==> src/rtl/tbd_accel_ctrl_pkg.sv <==
// tbd_accel_ctrl_pkg
//
// Shared definitions for the tbd_accel sequencing controller:
//   - OBI subordinate request/response structs (32-bit address and data)
//   - register byte offsets and STATUS bit indices
//   - controller FSM state enum
//   - small helpers for byte-enable merging and saturating increment
package tbd_accel_ctrl_pkg;

    localparam int unsigned ObiIdWidth = 1;

    typedef struct packed {
        logic [31:0]           addr;
        logic                  we;
        logic [3:0]            be;
        logic [31:0]           wdata;
        logic [ObiIdWidth-1:0] aid;
    } sbr_obi_a_chan_t;

    typedef struct packed {
        sbr_obi_a_chan_t a;
        logic            req;
    } sbr_obi_req_t;

    typedef struct packed {
        logic [31:0]           rdata;
        logic [ObiIdWidth-1:0] rid;
        logic                  err;
    } sbr_obi_r_chan_t;

    typedef struct packed {
        logic            gnt;
        logic            rvalid;
        sbr_obi_r_chan_t r;
    } sbr_obi_rsp_t;

    // Register byte offsets; only addr[4:2] is decoded.
    localparam logic [4:0] TbdCtrlOff    = 5'h00;
    localparam logic [4:0] TbdStatusOff  = 5'h04;
    localparam logic [4:0] TbdCyclesOff  = 5'h08;
    localparam logic [4:0] TbdTimeoutOff = 5'h0C;
    localparam logic [4:0] TbdRunsOff    = 5'h10;

    // STATUS bit indices
    localparam int unsigned StatusBusyBit    = 0;
    localparam int unsigned StatusDoneBit    = 1;
    localparam int unsigned StatusMatchBit   = 2;
    localparam int unsigned StatusTimeoutBit = 3;
    localparam int unsigned StatusOverrunBit = 4;

    // Read data returned for unmapped offsets 0x14-0x1C
    localparam logic [31:0] TbdErrData = 32'hBADC_AB1E;

    typedef enum logic [1:0] {
        TbdIdle  = 2'd0,
        TbdPulse = 2'd1,
        TbdWait  = 2'd2
    } tbd_ctrl_state_e;

    // Merge new_val into old_val byte by byte under the byte enables.
    function automatic logic [31:0] apply_be(input logic [31:0] old_val,
                                             input logic [31:0] new_val,
                                             input logic [3:0]  be);
        logic [31:0] res;
        res = old_val;
        for (int i = 0; i < 4; i++) begin
            if (be[i]) res[8*i +: 8] = new_val[8*i +: 8];
        end
        return res;
    endfunction

    // Increment that sticks at all-ones.
    function automatic logic [31:0] sat_inc(input logic [31:0] val);
        return (val == 32'hFFFF_FFFF) ? val : val + 32'd1;
    endfunction

endpackage

==> src/rtl/tbd_accel_ctrl.sv <==
// tbd_accel_ctrl
//
// OBI subordinate that sequences the tbd_accel pattern-match accelerator:
// software writes CTRL.START, the controller emits a one-cycle start pulse,
// then waits for done (or a watchdog timeout) and captures the results.
//
// Optional feature macro: TBD_ACCEL_CTRL_IRQ_EN
//   defined   -> irq_o port exists, CTRL.IRQ_EN is writable,
//                irq_o = IRQ_EN & DONE (registered level)
//   undefined -> no irq_o port, CTRL.IRQ_EN reads 0
//
// Ports:
//   clk_i         clock
//   rst_ni        synchronous active-low reset
//   obi_req_i     OBI request (addr, we, be, wdata, aid, req)
//   obi_rsp_o     OBI response (gnt = req, rvalid one cycle later)
//   accel_start_o one-cycle start pulse to the accelerator
//   accel_done_i  accelerator done (level or pulse)
//   accel_match_i match result, valid while accel_done_i is high
//   irq_o         interrupt level (only with TBD_ACCEL_CTRL_IRQ_EN)
module tbd_accel_ctrl
    import tbd_accel_ctrl_pkg::*;
#(
    parameter type         obi_req_t      = sbr_obi_req_t,
    parameter type         obi_rsp_t      = sbr_obi_rsp_t,
    parameter logic [31:0] DefaultTimeout = 32'h000F_FFFF
) (
    input  logic     clk_i,
    input  logic     rst_ni,
    input  obi_req_t obi_req_i,
    output obi_rsp_t obi_rsp_o,
    output logic     accel_start_o,
    input  logic     accel_done_i,
    input  logic     accel_match_i
`ifdef TBD_ACCEL_CTRL_IRQ_EN
    ,
    output logic     irq_o
`endif
);

    localparam logic [2:0] CtrlIdx    = TbdCtrlOff[4:2];
    localparam logic [2:0] StatusIdx  = TbdStatusOff[4:2];
    localparam logic [2:0] CyclesIdx  = TbdCyclesOff[4:2];
    localparam logic [2:0] TimeoutIdx = TbdTimeoutOff[4:2];
    localparam logic [2:0] RunsIdx    = TbdRunsOff[4:2];

    tbd_ctrl_state_e state_q, state_d;

    logic        irq_en_q, irq_en_d;
    logic        done_q, done_d;
    logic        match_q, match_d;
    logic        tmo_q, tmo_d;
    logic        ovr_q, ovr_d;
    logic [31:0] cycles_q, cycles_d;
    logic [31:0] limit_q, limit_d;
    logic [31:0] runs_q, runs_d;

    logic                  rvalid_q;
    logic [ObiIdWidth-1:0] rid_q;
    logic [31:0]           rdata_q;
    logic                  err_q;
    logic                  irq_q;

    logic [2:0]  off;
    logic        wr;
    logic        be0;
    logic        start_wr;
    logic        busy;
    logic [31:0] rdata_mux;
    logic        err_mux;
    logic        unused_addr;

    assign off      = obi_req_i.a.addr[4:2];
    assign wr       = obi_req_i.req & obi_req_i.a.we;
    assign be0      = obi_req_i.a.be[0];
    assign start_wr = wr & be0 & (off == CtrlIdx) & obi_req_i.a.wdata[0];
    assign busy     = (state_q != TbdIdle);

    // Address bits outside the register window are intentionally ignored.
    assign unused_addr = ^{obi_req_i.a.addr[31:5], obi_req_i.a.addr[1:0]};

    // Read data mux: reflects register state at the grant edge.
    always_comb begin
        rdata_mux = '0;
        err_mux   = 1'b0;
        case (off)
            CtrlIdx:    rdata_mux[1] = irq_en_q;
            StatusIdx: begin
                rdata_mux[StatusBusyBit]    = busy;
                rdata_mux[StatusDoneBit]    = done_q;
                rdata_mux[StatusMatchBit]   = match_q;
                rdata_mux[StatusTimeoutBit] = tmo_q;
                rdata_mux[StatusOverrunBit] = ovr_q;
            end
            CyclesIdx:  rdata_mux = cycles_q;
            TimeoutIdx: rdata_mux = limit_q;
            RunsIdx:    rdata_mux = runs_q;
            default: begin
                rdata_mux = TbdErrData;
                err_mux   = 1'b1;
            end
        endcase
    end

    // Register writes first, then the FSM; FSM sets override a W1C in the
    // same cycle so a completion is never lost.
    always_comb begin
        state_d       = state_q;
        irq_en_d      = irq_en_q;
        done_d        = done_q;
        match_d       = match_q;
        tmo_d         = tmo_q;
        ovr_d         = ovr_q;
        cycles_d      = cycles_q;
        limit_d       = limit_q;
        runs_d        = runs_q;
        accel_start_o = 1'b0;

        if (wr) begin
            case (off)
`ifdef TBD_ACCEL_CTRL_IRQ_EN
                CtrlIdx: begin
                    if (be0) irq_en_d = obi_req_i.a.wdata[1];
                end
`endif
                StatusIdx: begin
                    if (be0) begin
                        if (obi_req_i.a.wdata[StatusDoneBit])    done_d = 1'b0;
                        if (obi_req_i.a.wdata[StatusTimeoutBit]) tmo_d  = 1'b0;
                        if (obi_req_i.a.wdata[StatusOverrunBit]) ovr_d  = 1'b0;
                    end
                end
                TimeoutIdx: limit_d = apply_be(limit_q, obi_req_i.a.wdata, obi_req_i.a.be);
                default: ;
            endcase
        end

        case (state_q)
            TbdIdle: begin
                if (start_wr) begin
                    state_d  = TbdPulse;
                    done_d   = 1'b0;
                    match_d  = 1'b0;
                    tmo_d    = 1'b0;
                    cycles_d = '0;
                end
            end
            TbdPulse: begin
                accel_start_o = 1'b1;
                cycles_d      = 32'd1;
                state_d       = TbdWait;
                if (start_wr) ovr_d = 1'b1;
            end
            TbdWait: begin
                if (start_wr) ovr_d = 1'b1;
                if (accel_done_i) begin
                    done_d  = 1'b1;
                    match_d = accel_match_i;
                    runs_d  = runs_q + 32'd1;
                    state_d = TbdIdle;
                end else if ((limit_q != '0) && (cycles_q == limit_q)) begin
                    tmo_d   = 1'b1;
                    done_d  = 1'b1;
                    state_d = TbdIdle;
                end else begin
                    cycles_d = sat_inc(cycles_q);
                end
            end
            default: state_d = TbdIdle;
        endcase
    end

    always_ff @(posedge clk_i) begin
        if (!rst_ni) begin
            state_q  <= TbdIdle;
            irq_en_q <= 1'b0;
            done_q   <= 1'b0;
            match_q  <= 1'b0;
            tmo_q    <= 1'b0;
            ovr_q    <= 1'b0;
            cycles_q <= '0;
            limit_q  <= DefaultTimeout;
            runs_q   <= '0;
            rvalid_q <= 1'b0;
            rid_q    <= '0;
            rdata_q  <= '0;
            err_q    <= 1'b0;
            irq_q    <= 1'b0;
        end else begin
            state_q  <= state_d;
            irq_en_q <= irq_en_d;
            done_q   <= done_d;
            match_q  <= match_d;
            tmo_q    <= tmo_d;
            ovr_q    <= ovr_d;
            cycles_q <= cycles_d;
            limit_q  <= limit_d;
            runs_q   <= runs_d;
            // irq follows the post-edge register values, so it moves in the
            // same cycle STATUS.DONE does.
            irq_q    <= irq_en_d & done_d;
            rvalid_q <= obi_req_i.req;
            if (obi_req_i.req) begin
                rid_q   <= obi_req_i.a.aid;
                rdata_q <= rdata_mux;
                err_q   <= err_mux;
            end
        end
    end

    always_comb begin
        obi_rsp_o         = '0;
        obi_rsp_o.gnt     = obi_req_i.req;
        obi_rsp_o.rvalid  = rvalid_q;
        obi_rsp_o.r.rdata = rdata_q;
        obi_rsp_o.r.rid   = rid_q;
        obi_rsp_o.r.err   = err_q;
    end

`ifdef TBD_ACCEL_CTRL_IRQ_EN
    assign irq_o = irq_q;
`else
    logic unused_irq;
    assign unused_irq = irq_q;
`endif

endmodule

==> config.mk <==
export PLATFORM = sky130hd
export DESIGN_NAME = tbd_accel_ctrl
export DESIGN_NICKNAME = d
export VERILOG_FILES = /design/src/rtl/tbd_accel_ctrl_pkg.sv /design/src/rtl/tbd_accel_ctrl.sv
export SDC_FILE = /design/constraint.sdc
export NUM_CORES = 1
export LEC_CHECK = 0
export ABC_AREA = 0
export CAP_MARGIN = 20
export CORE_ASPECT_RATIO = 0.9
export CORE_MARGIN = 10
export CORE_UTILIZATION = 55
export CTS_CLUSTER_SIZE = 8
export DETAILED_ROUTE_END_ITERATION = 7
export MAX_ROUTING_LAYER = met4
export PLACE_DENSITY = 0.81
export SYNTH_ARGS = -nofsm -noshare
export SYNTH_HDL_FRONTEND = slang
export SYNTH_SLANG_ARGS = --single-unit
==> constraint.sdc <==
create_clock -name clk_i -period 2.6 [get_ports clk_i]
set_clock_uncertainty 0.1 [all_clocks]
set_input_delay 0.52 -clock clk_i [delete_from_list [all_inputs] [get_ports clk_i]]
set_output_delay 0.52 -clock clk_i [all_outputs]
set_load 0.005 [all_outputs]
==> flow_metrics.env <==
export IMPL_syn_area_per_cell_um2=7.80
export IMPL_die_w_um=142
export IMPL_maxCapViolations=0
export IMPL_criticalPathCategory="register to register"
export IMPL_status="finished clean"
export IMPL_viasPerCell=6.17
export IMPL_clock_sinks=137
export IMPL_rsz0062_at_grt="false"
export IMPL_fmax_ghz=0.405
export IMPL_ant_nets=0
export IMPL_min_path_type="input pin to register"
export IMPL_finalHoldViolCount=0
export IMPL_period_needed_ps=2470
export IMPL_syn_num_nets=1032
export IMPL_min_period_over_period=0.950
export IMPL_synth_seq_cells=137
export IMPL_numCtsBuffers=17
export IMPL_pre_cts_slack_ps=-196
export IMPL_slew_viol_final=0
export IMPL_start_kind="register"
export IMPL_rows=40
export IMPL_cp_required_ps=2850
export IMPL_gp_congestion=1.06
export IMPL_core_um2=13300
export IMPL_reg2reg_slack_ps=130
export IMPL_hold_end="cycles_q[2]"
export IMPL_detail_route_wl_per_cell_um=19.2
export IMPL_cp_max_fo=4
export IMPL_synthArstFlopShare=0
export IMPL_grt_pass1_wl_um=37600
export IMPL_hold_ws_ps=361
export IMPL_dpl_instance_area_um2=8810
export IMPL_dr_first_iter_drc_count=792
export IMPL_synth_flop_cell="dfxtp_1"
export IMPL_p_per_area_nw_per_um2=529
export IMPL_multi_input_area_um2=4360
export IMPL_die_h_um=130
export IMPL_ios=112
export IMPL_clk_pin_slew_ps=60
export IMPL_seqCellArea_um2=2740
export IMPL_fin_tns_setup_ps=0
export IMPL_antenna_found_initial=0
export IMPL_post_route_util=0.712
export IMPL_tightest_slew_ps=603
export IMPL_final_common_cell="dfxtp_1"
export IMPL_syn_inst=951
export IMPL_drive_gt1_frac=0.134
export IMPL_post_dp_hpwl_um=17200
export IMPL_wl_um=23900
export IMPL_nets=1145
export IMPL_layout_common_cells="dfxtp_1, nand2_1, nor2_1, buf_4"
export IMPL_synth_edff_count=0
export IMPL_cts_htree_levels=4
export IMPL_ys_types=60
export IMPL_num_vias=7680
export IMPL_min_path_cells=3
export IMPL_clockBufferDepth=2
export IMPL_num_antenna_cells=0
export IMPL_gr_total_overflow=0
export IMPL_worst_slack_ps=129
export IMPL_netlist_area_um2=7420
export IMPL_clk_latency_ps=420
export IMPL_cp_arrival_ps=2720
export IMPL_timing_rr_end="cycles_q[30]"
export IMPL_maxSlewHeadroom=0.598
export IMPL_postCtsSetupBuffers=0
export IMPL_grt_start_max_net_pins=45
export IMPL_setup_violations=0
export IMPL_seq_area_frac_synth=0.370
export IMPL_hp_start="rst_ni"
export IMPL_areaGrowthSynthToFinish_pct=27.3
export IMPL_io_buffers=82
export IMPL_die_area_um2=18500
export IMPL_drc=0
export IMPL_first_global_vias=7162
export IMPL_critPathCaptureType="register"
export IMPL_cts_tree="yes"
export IMPL_finalInstanceArea_um2=9440
export IMPL_leakagePower_nw=3.48
export IMPL_vdd_ir_drop_max_v=0.000442
export IMPL_drtPass1Iterations=6
export IMPL_worstReg2RegStart="cycles_q[0]"
export IMPL_root_buffer="clkbuf_16"
export IMPL_rr_worst_depth=8
export IMPL_initial_core_util=0.559
export IMPL_globalRouteTotalUtil=0.261
export IMPL_yosysWarnings=0
export IMPL_fillCellCount=1049
-- flip-flops by register name (all words and copies together) (netlist names) --
register,flops
tmo_q,1
runs_q,32
match_q,1
rid_q,1
state_q,2
rvalid_q,1
done_q,1
rdata_q,32
err_q,1
cycles_q,32
ovr_q,1
limit_q,32
-- what timing repair did --
| action | 4_1_cts | 5_1_grt |
|---|---|---|
| gates resized for setup | 0 | 5 |
| setup endpoints to repair | 0 | 17 |
| hold buffers | 0 | 0 |
-- through the flow --
stage | instances | power [mW]
6_report | 1244 | 4.99
5_1_grt | 1244 | 5.12
4_1_cts | 1244 | 5.00
3_5_place_dp | 1213 | 2.56
3_3_place_gp | 1213 | 2.56
2_1_floorplan | 951 | 2.36
-- how the worst max path moves through the flow --
stage / startpoint / end / slack (ps) / depth (start not counted)
after detailed placement: obi_req_i[43] / cycles_q[8] / -200 / 8
after global placement: obi_req_i[43] / cycles_q[8] / -160 / 8
final: cycles_q[0] / cycles_q[30] / 130 / 8
after CTS: cycles_q[9] / cycles_q[31] / 20 / 7
after floorplan: obi_req_i[43] / cycles_q[16] / 120 / 9
after global routing: cycles_q[0] / cycles_q[30] / 10 / 8
-- Yosys cell counts (5+ instances only) --
master	instances	area, um^2
nand2_1	114	428
and2_1	14	87.6
and3_1	9	56.3
xnor2_1	17	149
buf_2	7	35.0
o211ai_1	15	113
nor2_1	87	327
clkbuf_1	56	210
dfxtp_1	137	2740
and4_1	8	70.1
o21ai_0	43	215
nand4_1	36	225
nor4_1	25	156
nor2b_1	16	100
nand3_1	80	400
xor2_1	40	350
a31oi_1	13	81.3
mux2i_1	35	350
nor3_1	19	95.1
o31ai_1	5	37.5
a21oi_1	78	390
nand2b_1	10	62.6
or3_1	7	43.8
inv_1	9	33.8
ha_1	6	75.1
-- critical path: stages, from the launching register on --
cell     delay (ps)
dfxtp_1         340
ha_1            190
nand4_1         190
or3_1           410
buf_4           160
or4_1           590
nor2_1          160
nand4_1         110
a31oi_1         160
-- layer usage --
| layer | global-route usage | vias to the layer above | part of all wire |
|---|---|---|---|
| met2 | 0.373 | 431 | 0.43 |
| li1 | - | 3621 | - |
| met1 | 0.340 | 3545 | 0.43 |
| met4 | 0.110 | 0 | 0.037 |
| met5 | - | - | 0 |
| met3 | 0.0719 | 83 | 0.095 |
-- cell families (layout without fill, tap and decap cells) --
kind of cell               count (synthesis)  in the layout  synth area share
adders and majority gates                  6              6            0.0101
xor gates and xnor gates                  57             57            0.0673
muxes                                     39             39            0.0533
and+or+nand+nor                          445            445             0.305
AOI/OAI and AO/OA                        184            184             0.148
buffers and inverters                     83            208            0.0464
DFF                                      137            137             0.370
-- area by class of cell --
class,instances,share of cell area
flip-flops and latches,137,0.291
inverters,10,0.00398
clock buffers,20,0.0484
repair buffers,167,0.157
multi-input cells,731,0.462
well taps,168,0.0223
clock inverters,11,0.0155
-- report_power, final --
| group | switching (mW) | internal (mW) | total, mW |
|---|---|---|---|
| Combinational | 0.187 | 0.180 | 0.367 |
| Clock | 0.921 | 1.55 | 2.47 |
| Sequential | 0.0212 | 2.13 | 2.15 |
| Total | 1.13 | 3.86 | 4.99 |
Note: power is estimated with default switching activity, not from simulation.
